$ cat src/rtl/alu_exec_stage.sv
// alu_exec_stage
//   Execute stage downstream of the MIPS ALU decoder. Two-register pipeline:
//   S1 (ID/EX) captures decoded control, operands and destination; S2 (EX/MEM)
//   holds the logic/LUI result. Valid/ready handshakes on both sides, with a
//   synchronous flush that squashes both stages.
//
// Ports
//   clk, rst_n           : clock (rising edge), async active-low reset
//   flush                : synchronous squash of S1 and S2
//   in_valid / in_ready  : upstream handshake
//   alucontrol           : 8-bit operation code from the ALU decoder
//   srca, srcb, imm16    : operands and instruction immediate
//   waddr, regwrite      : destination register and writeback enable
//   out_valid / out_ready: downstream handshake
//   result               : registered ALU result
//   out_waddr            : registered destination
//   out_regwrite         : registered writeback enable (0 for illegal ops)
//   illegal_op           : registered unsupported-opcode flag
module alu_exec_stage #(
    parameter int DW = 32,
    parameter int RW = 5
) (
    input  logic          clk,
    input  logic          rst_n,
    input  logic          flush,
    input  logic          in_valid,
    output logic          in_ready,
    input  logic [7:0]    alucontrol,
    input  logic [DW-1:0] srca,
    input  logic [DW-1:0] srcb,
    input  logic [15:0]   imm16,
    input  logic [RW-1:0] waddr,
    input  logic          regwrite,
    output logic          out_valid,
    input  logic          out_ready,
    output logic [DW-1:0] result,
    output logic [RW-1:0] out_waddr,
    output logic          out_regwrite,
    output logic          illegal_op
);

    localparam logic [7:0] OP_NOP  = 8'h00;
    localparam logic [7:0] OP_AND  = 8'h24;
    localparam logic [7:0] OP_OR   = 8'h25;
    localparam logic [7:0] OP_XOR  = 8'h26;
    localparam logic [7:0] OP_NOR  = 8'h27;
    localparam logic [7:0] OP_ANDI = 8'h59;
    localparam logic [7:0] OP_ORI  = 8'h5A;
    localparam logic [7:0] OP_XORI = 8'h5B;
    localparam logic [7:0] OP_LUI  = 8'h5C;

    // S1 (ID/EX) state
    logic          r_s1_valid;
    logic [7:0]    r_s1_ctrl;
    logic [DW-1:0] r_s1_a;
    logic [DW-1:0] r_s1_b;
    logic [15:0]   r_s1_imm;
    logic [RW-1:0] r_s1_waddr;
    logic          r_s1_rw;

    // S2 (EX/MEM) state
    logic          r_s2_valid;
    logic [DW-1:0] r_s2_result;
    logic [RW-1:0] r_s2_waddr;
    logic          r_s2_rw;
    logic          r_s2_ill;

    logic          w_s1_adv;
    logic          w_s1_load;
    logic          w_s2_load;
    logic [DW-1:0] w_imm_zx;
    logic [DW-1:0] w_res;
    logic          w_ill;

    // S1 may move forward when S2 is empty or S2 is being retired this cycle.
    assign w_s1_adv  = !r_s2_valid || out_ready;
    assign in_ready  = !r_s1_valid || w_s1_adv;
    assign w_s1_load = in_valid && in_ready && !flush;
    assign w_s2_load = r_s1_valid && w_s1_adv && !flush;

    assign w_imm_zx  = {{(DW-16){1'b0}}, r_s1_imm};

    always_comb begin
        w_res = '0;
        w_ill = 1'b0;
        case (r_s1_ctrl)
            OP_AND:  w_res = r_s1_a & r_s1_b;
            OP_OR:   w_res = r_s1_a | r_s1_b;
            OP_XOR:  w_res = r_s1_a ^ r_s1_b;
            OP_NOR:  w_res = ~(r_s1_a | r_s1_b);
            OP_ANDI: w_res = r_s1_a & w_imm_zx;
            OP_ORI:  w_res = r_s1_a | w_imm_zx;
            OP_XORI: w_res = r_s1_a ^ w_imm_zx;
            OP_LUI:  w_res = {r_s1_imm, {(DW-16){1'b0}}};
            OP_NOP:  w_res = '0;
            default: w_ill = 1'b1;
        endcase
    end

    always_ff @(posedge clk or negedge rst_n) begin
        if (!rst_n) begin
            r_s1_valid <= 1'b0;
            r_s1_ctrl  <= '0;
            r_s1_a     <= '0;
            r_s1_b     <= '0;
            r_s1_imm   <= '0;
            r_s1_waddr <= '0;
            r_s1_rw    <= 1'b0;
        end else begin
            if (flush) begin
                r_s1_valid <= 1'b0;
            end else if (w_s1_load) begin
                r_s1_valid <= 1'b1;
            end else if (r_s1_valid && w_s1_adv) begin
                r_s1_valid <= 1'b0;
            end
            if (w_s1_load) begin
                r_s1_ctrl  <= alucontrol;
                r_s1_a     <= srca;
                r_s1_b     <= srcb;
                r_s1_imm   <= imm16;
                r_s1_waddr <= waddr;
                r_s1_rw    <= regwrite;
            end
        end
    end

    always_ff @(posedge clk or negedge rst_n) begin
        if (!rst_n) begin
            r_s2_valid  <= 1'b0;
            r_s2_result <= '0;
            r_s2_waddr  <= '0;
            r_s2_rw     <= 1'b0;
            r_s2_ill    <= 1'b0;
        end else begin
            if (flush) begin
                r_s2_valid <= 1'b0;
            end else if (w_s2_load) begin
                r_s2_valid <= 1'b1;
            end else if (out_ready) begin
                r_s2_valid <= 1'b0;
            end
            if (w_s2_load) begin
                r_s2_result <= w_res;
                r_s2_waddr  <= r_s1_waddr;
                r_s2_rw     <= r_s1_rw && !w_ill;
                r_s2_ill    <= w_ill;
            end
        end
    end

    assign out_valid    = r_s2_valid;
    assign result       = r_s2_result;
    assign out_waddr    = r_s2_waddr;
    assign out_regwrite = r_s2_rw;
    assign illegal_op   = r_s2_ill;

endmodule

$ cat config.mk
export PLATFORM = sky130hd
export DESIGN_NAME = alu_exec_stage
export DESIGN_NICKNAME = d
export VERILOG_FILES = /design/src/rtl/alu_exec_stage.sv
export SDC_FILE = /design/constraint.sdc
export NUM_CORES = 1
export LEC_CHECK = 0
export CAP_MARGIN = 40
export CELL_PAD_IN_SITES_DETAIL_PLACEMENT = 1
export CELL_PAD_IN_SITES_GLOBAL_PLACEMENT = 1
export CORE_ASPECT_RATIO = 0.6
export CORE_MARGIN = 3
export CORE_UTILIZATION = 23
export CTS_CLUSTER_SIZE = 28
export DETAILED_ROUTE_END_ITERATION = 16
export PLACE_DENSITY = 0.48
export SLEW_MARGIN = 20
export SYNTH_ARGS = -nofsm -noshare
export SYNTH_HDL_FRONTEND = slang
export SYNTH_SLANG_ARGS = --single-unit
$ cat constraint.sdc
create_clock -name clk -period 1.7 [get_ports clk]
set_input_delay 0.17 -clock clk [delete_from_list [all_inputs] [get_ports clk]]
set_output_delay 0.17 -clock clk [all_outputs]
set_load 0.02 [all_outputs]
; ---- Word level (Yosys, flattened, before mapping)
; Index checks and enable logic that the tools add are counted.
; Widths: inputs -> output; s select.
[totals]
ff_bits = 135
output_inout_bits = 41
elab_cells = 49
[op_classes]
n_eq_ne = 8
muxes = 8
bitwise = 7
n_reduce_logical = 14
[op_table]
columns = op, count
row1 = $pmux 32 s8, 1
row2 = $and 32x16->32, 1
row3 = $and 32x32->32, 1
row4 = $eq 8x6->1 const B, 4
row5 = $eq 8x7->1 const B, 4
row6 = $not 32->32, 1
row7 = $or 32x16->32, 1
row8 = $or 32x32->32, 1
row9 = $xor 32x16->32, 1
row10 = $xor 32x32->32, 1
row11 = $reduce_or 9->1, 1
row12 = $logic_not 8->1, 1
row13 = $mux 1, 7
row14 = $reduce_bool 3->1, 2
row15 = $logic_and 1x1->1, 5
row16 = $logic_not 1->1, 3
row17 = $logic_or 1x1->1, 2

; ---- Longest topological paths before layout
[logic_depth]
ltp_word = 7
ltp_mapped = 8

; ---- Worst setup path after synthesis
; Ideal clock, no wire load.
[synth_timing]
kind = reg2reg
startpoint = register r_s2_valid, in the netlist out_valid
endpoint = register r_s1_a[0]
setup_time_ns = 0.125
arrival_time_ns = 1.828
t_required_ns = 1.575
setup_slack_ns = -0.252
stages_incl_launch_ff = 7
synth_period_minus_slack_ns = 1.952
path_cell_list = dfrtp_1 nor2b_1 nand2_1 nand3b_1 buf_2 buf_4 mux2_2
[synth_via]
elab_chain_cells = 5
[synth_lines]
columns = item, line_no
row1 = from (decl), 62  ; logic r_s2_valid;
row2 = from (signal assigned), 130  ; r_s2_valid <= 1'b0;
row3 = from (signal assigned), 137  ; r_s2_valid <= 1'b0;
row4 = from (signal assigned), 139  ; r_s2_valid <= 1'b1;
row5 = $logic_not 1->1, 76  ; assign w_s1_adv = !r_s2_valid || out_ready;
row6 = $logic_or 1x1->1, 76
row7 = $logic_or 1x1->1, 77  ; assign in_ready = !r_s1_valid || w_s1_adv;
row8 = via in_ready, 27  ; output logic in_ready,
row9 = $logic_and 1x1->1 (2 in a row), 78  ; assign w_s1_load = in_valid && in_ready && !flush;
row10 = to (signal assigned), 119  ; r_s1_a <= srca;
row11 = to (decl), 55  ; logic [DW-1:0] r_s1_a;
; The timed path passes the listed nets, and every way through them passes these cells.
; A chain may end at the register's enable or synchronous reset.

; ---- Worst setup path in the final report
[layout_timing]
startpoint = register r_s1_ctrl[1]
endpoint = register r_s2_result[9], in the netlist result[9]
[layout_via]
elab_chain_cells = 2
elab_cells_between_ends = 9
[layout_lines]
columns = item, line_no
row1 = from (decl), 54  ; logic [7:0] r_s1_ctrl;
row2 = from (signal assigned), 118  ; r_s1_ctrl <= alucontrol;
row3 = $eq 8x7->1 / $eq 8x6->1 (equally long branches), 86  ; case (r_s1_ctrl)
row4 = $pmux 32 s8 (*), 86
row5 = to (signal assigned), 144  ; r_s2_result <= w_res;
row6 = to (decl), 63  ; logic [DW-1:0] r_s2_result;
; Every way passes the cells marked *; elsewhere a longest branch is shown, timed or not.

==> metrics <==
status=complete, but fails checks; violated checks=negative setup slack; most frequent cells in the layout=clkdlybuf4s50_1 (136), dfrtp_1 (129), mux2_2 (106); pwr/cell area=968 mW/mm²; final WL=25900 µm; fillers=3887; CP Class=flip-flop to flip-flop; Max clock buf depth=2; Net Sw Frac=0.304; Leakage=5.23 nW; post-DP HPWL=19100 µm; mapped cell area=0.00826 mm²; r2r endpoint=result[9]; met1 usage=0.204; M3 GR Usage=0.0305; initial antenna violation count=0; leading cell type in the layout, fill and taps excluded=clkdlybuf4s50_1; ys flop type=dfrtp_1; Worst-path clk slew=60 ps; first-pass GRT wire length=40100 µm; drt first pass iters=4; FF+latch area=0.00339 mm²; core box area=0.0352 mm²; P_int=0.00778 W; maximum VDD drop=0.773 mV; worst-skew pair later-pin latency=440 ps; vias in the first global route=6574; Seq pwr share=0.359; P&R area growth vs syn=39.7%; synth warn=0; most used routing layer=met1; Final Non-Filler Cells=1429; syn_area_per_cell=10.8 µm²; Via density=4.35; clk sink count=135; Max-slew headroom=0.739; CTS buffer count=17; Design Area, Final=0.0115 mm²; synth unique cells=46; nets@finish=1144; WP data arrival=2030 ps; final setup vio count=2; root buf cell=clkbuf_16; number of synthesized flops with an enable pin=0; placed cell area=0.0108 mm²; final antenna-violating net count=0; GPL Wtd Cong=0.734; Switch Pwr=0.00339 W; Syn Nets=958; drt initial violations=281; worst endpoint required time=2030 ps; Slew Limit Fails=0; Starting Density=0.235; footprint of the multi-input gates=0.00445 mm²; Worst Setup End Kind=flip-flop; final period utilization=1.00; FFs w/ async S/R, synth=1.00; cells on worst reg2reg path=6; grt ovf=0; Die Wd=251 µm; Achievable Freq=586 MHz; FF-to-FF setup slack=-6 ps; Setup Skew=9.75 ps; largest net degree at the start of global routing=50; grt met2 use=0.203; sequential-to-total area share from yosys stat=0.409; layout cells sized above 1=0.255; Post-Place Cells=1395; Vias=6215; post-synthesis cell count=763; critical path peak fanout=12; ant diodes=0; io pins=140; #FFs+latches synth=135; Clock Power Share=0.378; worst-margin pin slew=391 ps; CTS tree=yes; Comb power frac=0.262; Final WS setup=-6.28 ps; detailed-route wire length per cell=18.1 µm; H-Tree Depth=4; GRT Overall Usage=0.138; Hold Crit Class=primary input to asynchronous set/reset pin; DRC Markers=0; Die Y-Extent=153 µm; IO Port Bufs=139; Max Cap Viol=0; die area=0.0383 mm²; row cnt=53; RR Startpoint=r_s1_ctrl[1]; Final Hold Fails=0; RSZ-0062 raised after global routing=yes; CP Launch Type=flip-flop; min Tclk post-route=1710 ps
synthesized netlist by cell type (all sizes together), types with 2 or more instances:
master  count  area (µm²)
xnor2      16         140
o22ai      12        75.1
a222oi      4        40.0
nor2       30         131
mux2i      18         180
nor3b       2        20.0
and3        4        25.0
inv        81         304
ha         96        1200
nor3        3        20.0
a221oi     12         105
nor2b      17         106
nand2      46         173
xor2       17         149
a22o       13         114
a211oi     34         260
clkbuf     18        67.6
mux2      106        1190
o21ai      27         135
dfrtp     135        3380
buf        29         161
a21oi      27         135
power groups by stage:
stage / clock network, W / logic, W / registers [W]
after global routing: 0.00450 / 0.00332 / 0.00408
after floorplan: 0 / 0.00175 / 0.00395
after global placement: 0 / 0.00280 / 0.00407
after detailed placement: 0 / 0.00290 / 0.00408
final: 0.00423 / 0.00293 / 0.00401
after CTS: 0.00436 / 0.00296 / 0.00402
per-layer routing:
| layer | vias up | wire length (µm) |
|---|---|---|
| li1 | 3012 | - |
| met1 | 3091 | 13500 |
| met2 | 94 | 11200 |
| met3 | 18 | 1000 |
| met4 | 0 | 233 |
| met5 | - | 0 |
cells by family (layout without fill, tap and decap cells):
| kind of cell | Yosys count | after routing | synth area share |
|---|---|---|---|
| xor+xnor | 33 | 33 | 0.0350 |
| mux | 124 | 124 | 0.166 |
| fa+ha+maj | 96 | 96 | 0.145 |
| compound gates | 135 | 135 | 0.111 |
| buf+inv | 128 | 327 | 0.0645 |
| simple gates | 112 | 112 | 0.0683 |
| flops | 135 | 135 | 0.409 |
stage by stage:
step                      setup WS, ps  utilization  TNS, ps  hold WS [ps]  power (W)
after floorplan                  0.754            -        0          -126    0.00570
after global placement            -182        0.306   -18380          21.5    0.00687
after detailed placement          -183        0.306   -17550          21.2    0.00698
after CTS                        -37.9        0.326     -747           112     0.0113
after global routing              -101        0.328    -2480           131     0.0119
final                            -6.28        0.328    -7.30           132     0.0112
sequential cells by signal, indices dropped and copies added, names as in the netlist, 5 cells and up:
signal	flops
r_s1_ctrl	8
r_s1_a	32
r_s1_imm	16
out_waddr	5
result	32
r_s1_waddr	5
r_s1_b	32
worst max-delay path by stage:
stage,start,endpoint,slack [ps],cells after the start
after global routing,r_s1_ctrl[1],result[31],-100,6
after detailed placement,out_ready,r_s1_imm[15],-180,7
after floorplan,out_valid,r_s1_a[0],0.8,6
final,r_s1_ctrl[1],result[9],-6,6
after global placement,out_ready,r_s1_a[25],-180,7
after CTS,r_s1_ctrl[1],result[1],-40,6
timing repair:
action                                  in CTS  in global routing
hold endpoints to repair                   135                  0
resized for setup                           14                 14
endpoints found under the setup margin      36                 34
pin swaps                                    3                  1
hold buffers                                 1                  0
cloned                                       0                  0
buffers inserted                             0                  1
worst max-delay path, stage by stage (launching register included):
cell and delay [ps]:
dfrtp_4 550, nor2_2 210, xor2_1 210, nor3_2 70
o21a_1 210, buf_12 150, a22o_1 180
final cells by class:
type	count	area share
Sequential cell	135	0.294
Clock inverter	10	0.0144
Inverter	81	0.0264
Multi-Input combinational cell	500	0.385
Tap cell	467	0.0507
Timing Repair Buffer	214	0.187
Clock buffer	22	0.0420
(Power assumes the default switching activity.)
